## src/rtl/timer_cmp_ctrl_64.sv

```systemverilog
// 64-bit compare timer with 8-bit prescaler, one-shot/periodic modes and
// sticky match interrupt / overrun flags behind a simple valid/ready config port.
module timer_cmp_ctrl_64 (
    input  logic        clk,
    input  logic        reset_n,
    input  logic        cfg_valid,
    output logic        cfg_ready,
    input  logic [1:0]  cfg_addr,
    input  logic [63:0] cfg_wdata,
    input  logic        start,
    input  logic        stop,
    input  logic        irq_ack,
    output logic        busy,
    output logic        done,
    output logic [63:0] count,
    output logic        irq,
    output logic        ovr
);

    typedef enum logic [1:0] {
        IDLE = 2'd0,
        RUN  = 2'd1,
        DONE = 2'd2
    } state_e;

    localparam logic [1:0] ADDR_CMP      = 2'd0;
    localparam logic [1:0] ADDR_PRESCALE = 2'd1;
    localparam logic [1:0] ADDR_CTRL     = 2'd2;

    state_e      state_q, state_d;
    logic [63:0] count_q, count_d;
    logic [63:0] cmp_q, cmp_d;
    logic [7:0]  presc_q, presc_d;
    logic [7:0]  prescale_q, prescale_d;
    logic        mode_q, mode_d;
    logic        irq_en_q, irq_en_d;
    logic        irq_q, irq_d;
    logic        ovr_q, ovr_d;

    logic        wr_en;
    logic        tick;
    logic        match;

    // NOTE: every signal assigned here gets its default first, so no path
    // through the case/if structure can leave one unassigned (no latches).
    always_comb begin
        state_d    = state_q;
        count_d    = count_q;
        cmp_d      = cmp_q;
        presc_d    = presc_q;
        prescale_d = prescale_q;
        mode_d     = mode_q;
        irq_en_d   = irq_en_q;
        irq_d      = irq_q;
        ovr_d      = ovr_q;

        wr_en = cfg_valid && (state_q != RUN);
        tick  = (presc_q == prescale_q);
        match = (state_q == RUN) && !stop && tick && (count_q == cmp_q);

        if (wr_en) begin
            case (cfg_addr)
                ADDR_CMP:      cmp_d      = cfg_wdata;
                ADDR_PRESCALE: prescale_d = cfg_wdata[7:0];
                ADDR_CTRL: begin
                    mode_d   = cfg_wdata[0];
                    irq_en_d = cfg_wdata[1];
                    ovr_d    = 1'b0;
                end
                default: ;
            endcase
        end

        // stop wins over everything and leaves count where it was
        if (stop) begin
            state_d = IDLE;
        end else begin
            case (state_q)
                IDLE, DONE: begin
                    if (start) begin
                        state_d = RUN;
                        count_d = '0;
                        presc_d = '0;
                    end
                end
                RUN: begin
                    if (tick) begin
                        presc_d = '0;
                        if (count_q == cmp_q) begin
                            if (mode_q) count_d = '0;
                            else        state_d = DONE;
                        end else begin
                            count_d = count_q + 64'd1;
                        end
                    end else begin
                        presc_d = presc_q + 8'd1;
                    end
                end
                default: state_d = IDLE;
            endcase
        end

        // a match coincident with an ack keeps irq set and is not an overrun
        if (match && irq_en_q) begin
            irq_d = 1'b1;
            if (irq_q && !irq_ack) ovr_d = 1'b1;
        end else if (irq_ack) begin
            irq_d = 1'b0;
        end
    end

    // NOTE: state registers use non-blocking assignments so every flop
    // samples its _d value from before this edge.
    always_ff @(posedge clk or negedge reset_n) begin
        if (!reset_n) begin
            state_q    <= IDLE;
            count_q    <= '0;
            cmp_q      <= '0;
            presc_q    <= '0;
            prescale_q <= '0;
            mode_q     <= 1'b0;
            irq_en_q   <= 1'b0;
            irq_q      <= 1'b0;
            ovr_q      <= 1'b0;
        end else begin
            state_q    <= state_d;
            count_q    <= count_d;
            cmp_q      <= cmp_d;
            presc_q    <= presc_d;
            prescale_q <= prescale_d;
            mode_q     <= mode_d;
            irq_en_q   <= irq_en_d;
            irq_q      <= irq_d;
            ovr_q      <= ovr_d;
        end
    end

    assign cfg_ready = (state_q != RUN);
    assign busy      = (state_q == RUN);
    assign done      = (state_q == DONE);
    assign count     = count_q;
    assign irq       = irq_q;
    assign ovr       = ovr_q;

endmodule

```

## config.mk

```make
export PLATFORM = sky130hd
export DESIGN_NAME = timer_cmp_ctrl_64
export DESIGN_NICKNAME = d
export VERILOG_FILES = /design/src/rtl/timer_cmp_ctrl_64.sv
export SDC_FILE = /design/constraint.sdc
export NUM_CORES = 1
export LEC_CHECK = 0
export CORE_MARGIN = 3
export CORE_UTILIZATION = 48
export CTS_CLUSTER_SIZE = 12
export DETAILED_ROUTE_END_ITERATION = 10
export PLACE_DENSITY_LB_ADDON = 0.2
export SLEW_MARGIN = 25
export SYNTH_ARGS = -nofsm -noshare
export SYNTH_HDL_FRONTEND = slang
export SYNTH_SLANG_ARGS = --single-unit
export TNS_END_PERCENT = 100
```

## constraint.sdc

```tcl
create_clock -name clk -period 2.5 [get_ports clk]
set_input_delay 0.375 -clock clk [delete_from_list [all_inputs] [get_ports clk]]
set_output_delay 0.375 -clock clk [all_outputs]
set_load 0.005 [all_outputs]
```

## Yosys cells after proc, flatten, opt, wreduce, memory -nomap -nowiden

Index checks and enable logic that the tools add are counted.

| storage, ports and cells | value |
|---|---|
| flip-flop bits (word level) | 150 |
| bits of input ports | 72 |
| logic and storage cells | 65 |

| cells by class | value |
|---|---|
| $add $sub $neg | 2 |
| equality and inequality tests | 14 |
| mux-type cells | 20 |
| bitwise operators | 1 |
| reductions and logical operators | 19 |

Operators with widths:

| operator | number |
|---|---|
| $mux W64 | 4 |
| $pmux W64 S2 | 1 |
| $add A64 B1 Y64 const B | 1 |
| $eq A64 B64 Y1 | 1 |
| $mux W8 | 2 |
| $pmux W8 S2 | 1 |
| $mux W2 | 5 |
| $ne A3 B3 Y1 const B | 3 |
| $add A8 B1 Y8 const B | 1 |
| $eq A8 B8 Y1 | 1 |
| $logic_and A1 B1 Y1 | 6 |
| $mux W1 | 6 |
| $ne A3 B2 Y1 const B | 2 |
| $reduce_and A2 Y1 | 3 |
| $reduce_and A5 Y1 | 1 |
| $eq A2 B1 Y1 const B | 2 |
| $eq A2 B2 Y1 const B | 2 |
| $logic_not A2 Y1 | 2 |
| $ne A2 B1 Y1 const B | 2 |
| $pmux W2 S2 | 1 |
| $reduce_and A4 Y1 | 1 |
| $reduce_bool A2 Y1 | 2 |
| $reduce_and A3 Y1 | 1 |
| $logic_not A1 Y1 | 2 |
| 3 further kinds | 3 |

## Logic depth before layout (Yosys ltp)

Gate-level depths: netlist (run 1).

| depth | value |
|---|---|
| depth after elaboration | 6 |
| depth in mapped cells | 11 |
| gate-level depth less buffers | 8 |

## Worst setup path before layout (run 1)

Ideal clock, no wire load.

| timing path | value |
|---|---|
| kind | register -> register |
| start point | reg count_q[0], in the netlist count[0] |
| end point | reg count_q[56], in the netlist count[56] |
| arrival | 2.447 ns |
| setup slack | -0.022 ns |
| stages on the path, launching flop included | 9 |
| path through | dfrtp_1 > ha_1 > nand3_2 > nor3_4 > nor4b_4 > nand4_2 > a2111oi_4 > or3b_1 > a21oi_2 |

| between the ends | value |
|---|---|
| word-level cells in the longest chain between the ends | 4 |

RTL lines:

| what | RTL line | source |
|---|---|---|
| from (decl) | 31 | `logic [63:0] count_q, count_d;` |
| from (signal assigned) | 127 | `count_q <= count_d;` |
| $add A64 B1 Y64 / $eq A64 B64 Y1 (equally long branches) | 93, 89 |  |
| $mux W64 | 89 | `if (count_q == cmp_q) begin` |
| $mux W64 | 87 | `if (tick) begin` |
| $pmux W64 S2 | 78 | `case (state_q)` |

Parallel ways exist; a longest one is shown, timed or not. The select of a mux whose other input is x is not followed.
A chain may end at the register's enable or synchronous reset.

## Final worst setup path (run 1)

| timing path | value |
|---|---|
| start point | reg count_q[28], in the netlist count[28] |
| end point | reg count_q[39], in the netlist count[39] |

The elaborated chain is that of the path after synthesis.

==> flow_metrics.tcl, run 1 <==
set metrics [dict create \
    globalplace.congestion 0.958 \
    status "complete, no violations" \
    multi_input_area_um2 4120 \
    io_buffers 140 \
    layout.cells.non_filler 1266 \
    ys.flop_type "dfrtp_1" \
    drive_above_1_share_pct 31.0 \
    row_count 46 \
    syn_nets 828 \
    cp.arrival_ns 2.77 \
    first_global_vias 7215 \
    post_drt_wl_per_cell_um 21.1 \
    die-width_um 134 \
    synthArstFlopShare_pct 100 \
    crit_fanout 8 \
    dp_hpwl_mm 19.3 \
    worst_pin_slew_ns 0.713 \
    slew_headroom_pct 52.3 \
    skew_ns 0.00669 \
    power.leakage_uw 0.00463 \
    cp_data_required_time_ns 2.81 \
    report.final.slew_viol_count 0 \
    initialDrtViolationCount 717 \
    finalHoldViolations 0 \
    nFillCells 1150 \
    cts_inserted_buffers 17 \
    via_per_inst 5.84 \
    finalCriticalPeriod_ns 2.46 \
    postSynthAreaPerCell_um2 10.5 \
    synth_cells 754 \
    setup_viol 0 \
    cts_tree "built" \
    cts_root_buf "clkbuf_16" \
    grt-ovfl-total 0 \
    grt_first_pass_wirelength_mm 40.4 \
    clk_pin_slew_ns 0.06 \
    path_class "register to register" \
    hold_path_class "input pin to async pin" \
    rsz0062_at_grt "true" \
    final_nets 1111 \
    clock-sinks 150 \
    end_kind "register" \
    fp.dieH_um 134 \
    fmax_mhz 406 \
    clk_latency_ns 0.43 \
    yosysUniqueCellTypes 57 \
    ant_nets 0 \
    powerDensity_nw_per_um2 592 \
    final_cell_mix "dfrtp_1, clkdlybuf4s50_1, buf_4" \
    ir_drop_mv 0.547 \
    fin_crit_sh_pct 98.5 \
    final.setup.tns_ns 0 \
    finalWirelength_mm 26.7 \
    start_kind "register" \
    dieArea_um2 18000 \
    area.sequential_um2 3770 \
    synth-edff-count 0 \
    n_antenna_cell 0 \
    cts_htree_levels 4 \
    initial_core_util_pct 49.3 \
    area_growth_syn_to_layout_pct 46.8 \
    synth-seq-cells 150 \
    top_level_ports 141 \
    placed_cells 1214 \
    netlist_area_um2 7880 \
    placeableCoreArea_um2 16000 \
    ys_seq_area_share_pct 47.6 \
    drv_cap 0 \
    via_count 7393 \
    drt_pass1_iterations 6 \
    grt_use_total_pct 29.0 \
    grt_max_degree 65 \
    yosys_warnings 0 \
    drc 0 \
    antenna_found_initial 0 \
    clk_path_buf_depth 2 \
]
==> where the power goes <==
group | internal (µW) | total [µW] | switching (µW)
sequential | 2720 | 2970 | 248
combinational | 720 | 1270 | 551
clock | 1510 | 2610 | 1100
total | 4950 | 6850 | 1900
==> critical path, stage by stage (launching register included) <==
cell     delay (ns)
dfrtp_1        0.43
xnor2_1        0.30
nand4_1        0.18
nor4_2         0.41
and4_4         0.32
buf_6          0.12
a21oi_2        0.06
nor2_4         0.15
buf_12         0.14
buf_6          0.16
a21oi_1        0.05
==> final timing paths <==
check / to / slack (ns) / startpoint / cells after the start
worst max-delay path: count[39] / 0.04 / count[28] / 10
worst min-delay path: cmp_q[53] / 0.48 / reset_n / 2
worst max register to register: count[39] / 0.04 / count[28] / 10
worst min register to register: irq_en_q / 0.53 / irq_en_q / 1
max in group asynchronous: count[0] / 1.21 / reset_n / 3
min in group clk: irq_en_q / 0.53 / irq_en_q / 1
==> through the flow <==
stage	setup WS, ns	power, µW	hold WS, ns	instance area (µm²)	utilization (%)
2_1_floorplan	0.0287	3570	0.0794	7880	-
3_3_place_gp	-0.0607	4140	0.368	10500	65.9
3_5_place_dp	-0.0660	4180	0.376	10500	65.9
4_1_cts	0.0119	6780	0.498	11200	69.9
5_1_grt	-0.0680	7100	0.528	11600	72.3
6_report	0.0381	6850	0.476	11600	72.3
==> Yosys cell counts (3+ instances only) <==
library cell / instances / area (µm²)
nor4_1: 12 / 75.1
o31ai_1: 21 / 158
or3b_1: 3 / 26.3
nor3_1: 20 / 100
inv_1: 10 / 37.5
and3_1: 17 / 106
xnor2_1: 78 / 683
o41ai_1: 5 / 43.8
and4_1: 4 / 35.0
nor2b_1: 4 / 25.0
or3_1: 9 / 56.3
or4_1: 14 / 105
and2_1: 5 / 31.3
a21oi_1: 41 / 205
clkbuf_1: 22 / 82.6
nand3_1: 32 / 160
a21oi_2: 3 / 26.3
mux2_2: 74 / 833
nand2b_1: 3 / 18.8
a21o_1: 7 / 52.6
o21ai_0: 40 / 200
nand2_1: 49 / 184
buf_2: 11 / 55.1
nor2_1: 34 / 128
nand4_1: 35 / 219
dfrtp_1: 150 / 3750
a22o_1: 9 / 78.8
==> per-layer routing <==
metal / vias to the layer above / track usage, % / part of all wire, %
met4: 0 / 6.33 / 1.9
met5: - / 0 / 0
met1: 3643 / 40.6 / 43
met2: 345 / 47.8 / 48
li1: 3355 / - / -
met3: 50 / 5.14 / 7.0
==> sequential cells by signal, summed over array words and instances (netlist names) <==
| register | cells |
|---|---|
| irq_en_q | 1 |
| mode_q | 1 |
| prescale_q | 8 |
| ovr | 1 |
| irq | 1 |
| cmp_q | 64 |
| count | 64 |
| state_q | 2 |
| presc_q | 8 |
==> cell type report <==
class | count | area share, %
Tap cell | 216 | 2.34
Clock buffer | 19 | 3.83
Inverter | 11 | 0.357
Multi-Input combinational cell | 559 | 35.6
Sequential cell | 150 | 32.6
Clock inverter | 13 | 1.28
Timing Repair Buffer | 298 | 24.0
==> cells by family (layout without fill, tap and decap cells) <==
logic type | Yosys count | count (layout) | synth area share [%]
multiplexers | 76 | 76 | 10.8
adder cells (fa/ha/maj) | 2 | 2 | 0.317
AO/OA/AOI/OAI | 140 | 140 | 11.4
flip-flops | 150 | 150 | 47.6
XOR/XNOR | 80 | 80 | 8.89
AND/OR/NAND/NOR | 261 | 261 | 18.6
buffers and inverters | 45 | 341 | 2.32
==> repair_timing <==
item                                    in CTS  in global routing
pin swaps                                    1                 13
resized for setup                           11                 46
buffers inserted                             1                 14
endpoints found under the hold margin       52                  0
endpoints found under the setup margin      39                 56
gates cloned                                 0                  4
hold buffers                                 1                  0
No activity file was read; power rests on OpenSTA's default activity.
==> run 2, diff against run 1 <==
- CORE_UTILIZATION: 48 -> 35
- SKIP_CTS_REPAIR_TIMING: default -> 1
==> run 2 against run 1 <==
  * Clock-buffer cell count rose by 1
  * Non-clock buffer count increased by 14
  * Largest cell class unchanged
  * Register-to-register slack worse by 0.03 ns
  * Sequential share of layout area decreased by 0.43 points
  * Critical path type unchanged
  * Global-route usage is 7.7 points lower
  * Clock power decreased by 2%
  * Maximum frequency down 1.1%
  * Wire length is 1.1% lower
  * Hold slack better by 0.013 ns
  * Combinational power about the same
  * Critical path depth is 3 lower
==> flow_metrics.tcl, run 2 (synthesized netlist as in run 1, its figures left out) <==
set metrics [dict create \
    cts_root_buf "clkbuf_16" \
    fmax_mhz 402 \
    via_count 7168 \
    finalWirelength_mm 26.4 \
    design_power_total_uw 6790 \
    final_nets 1125 \
    slew_headroom_pct 49.3 \
    clk_latency_ns 0.43 \
    reg2reg_from "count[27]" \
    dp_hpwl_mm 19.5 \
    powerDensity_nw_per_um2 579 \
    path_class "register to register" \
    worst_pin_slew_ns 0.757 \
    grt_use_total_pct 21.3 \
    n_antenna_cell 0 \
    post-route-cell-area_um2 11700 \
    finalHoldViolations 0 \
    area_growth_syn_to_layout_pct 48.7 \
    drive_above_1_share_pct 31.6 \
    status "complete, no violations" \
    dpl_cell_area_um2 10800 \
    initialDrtViolationCount 451 \
    cts_tree "built" \
    crit_start "count[27]" \
    seq_power_share_pct 43.8 \
    grt-ovfl-total 0 \
    crit_fanout 5 \
    cts_htree_levels 4 \
    finalCriticalPeriod_ns 2.49 \
    rsz0062_at_grt "true" \
    die-width_um 156 \
    hold_path_class "register to register" \
    end_kind "register" \
    power.switching_uw 1850 \
    fin_crit_sh_pct 99.6 \
    antenna_found_initial 0 \
    final.setup.tns_ns 0 \
    power.leakage_uw 0.00471 \
    nFillCells 1948 \
    dieArea_um2 24400 \
    via_per_inst 5.33 \
    drc 0 \
    skew_ns 0.0144 \
    grt_first_pass_wirelength_mm 40.0 \
    start_kind "register" \
    final_cell_mix "buf_4, dfrtp_1, clkdlybuf4s50_1" \
    row_count 54 \
    first_global_vias 7026 \
    placeableCoreArea_um2 22000 \
    top_level_ports 141 \
    cp.arrival_ns 2.84 \
    fp.dieH_um 156 \
    p_sw_share_pct 27.2 \
    clock-sinks 150 \
    layout_commonest_cell "buf_4" \
    intPower_uw 4940 \
    holdCritStartpoint "ovr" \
    report.final.slew_viol_count 0 \
    cp_data_required_time_ns 2.85 \
    clk_pin_slew_ns 0.06 \
    drt_pass1_iterations 7 \
    post_drt_wl_per_cell_um 19.6 \
    combPwrFrac_pct 18.6 \
    ant_nets 0 \
    hold_slack_ns 0.489 \
    setup_viol 0 \
    drv_cap 0 \
    globalplace.congestion 0.893 \
    p_clk_share_pct 37.6 \
    initial_core_util_pct 35.9 \
    cts_inserted_buffers 17 \
    io_buffers 140 \
    grt_max_degree 65 \
    clk_path_buf_depth 2 \
    ir_drop_mv 0.407 \
]
[run 2: critical path, cell delays in order (launching register included)]
cell	delay, ns
dfrtp_1	0.44
nand3_2	0.12
or3_4	0.43
nor4b_4	0.34
nand4_2	0.18
a2111oi_4	0.37
or3b_1	0.41
a21oi_2	0.13
[run 2: final timing paths]
check / to / slack, ns / cells past startpoint
max: count[54] / 0.01 / 7
min: ovr / 0.49 / 1
max reg2reg: count[54] / 0.01 / 7
min reg2reg: ovr / 0.49 / 1
max in group asynchronous: cmp_q[9] / 1.31 / 3
min in group asynchronous: cmp_q[55] / 0.51 / 2
[run 2: layer usage]
layer / wire length [µm] / GRT usage [%] / vias up
li1: - / - / 3388
met1: 12100 / 29.8 / 3539
met2: 12300 / 33.5 / 220
met3: 1630 / 4.74 / 21
met4: 315 / 5.55 / 0
met5: 0 / 0 / -
[run 2: power by group through the flow]
stage	Sequential [µW]	Combinational [µW]	Clock [µW]
CTS	2960	1180	2610
finish	2970	1270	2550
detailed placement	3010	1170	0
global placement	3000	1160	0
global route	3020	1360	2710
floorplan	2930	639	0
[run 2: metrics by stage]
stage | cells | util (%) | setup WS (ns)
2_1_floorplan | 754 | - | 0.0287
3_3_place_gp | 1300 | 49.0 | -0.137
3_5_place_dp | 1300 | 49.0 | -0.116
4_1_cts | 1332 | 51.6 | -0.112
5_1_grt | 1344 | 53.4 | -0.102
6_report | 1344 | 53.4 | 0.0112
[run 2: cell type report]
type / instances / area (µm²) / share of cell area (%)
flip-flops and latches: 150 / 3770 / 32.1
clock buffers: 20 / 447 / 3.81
inverters: 11 / 41.3 / 0.352
well taps: 280 / 350 / 2.99
repair buffers: 312 / 2860 / 24.4
multi-input cells: 559 / 4130 / 35.3
clock inverters: 12 / 129 / 1.10
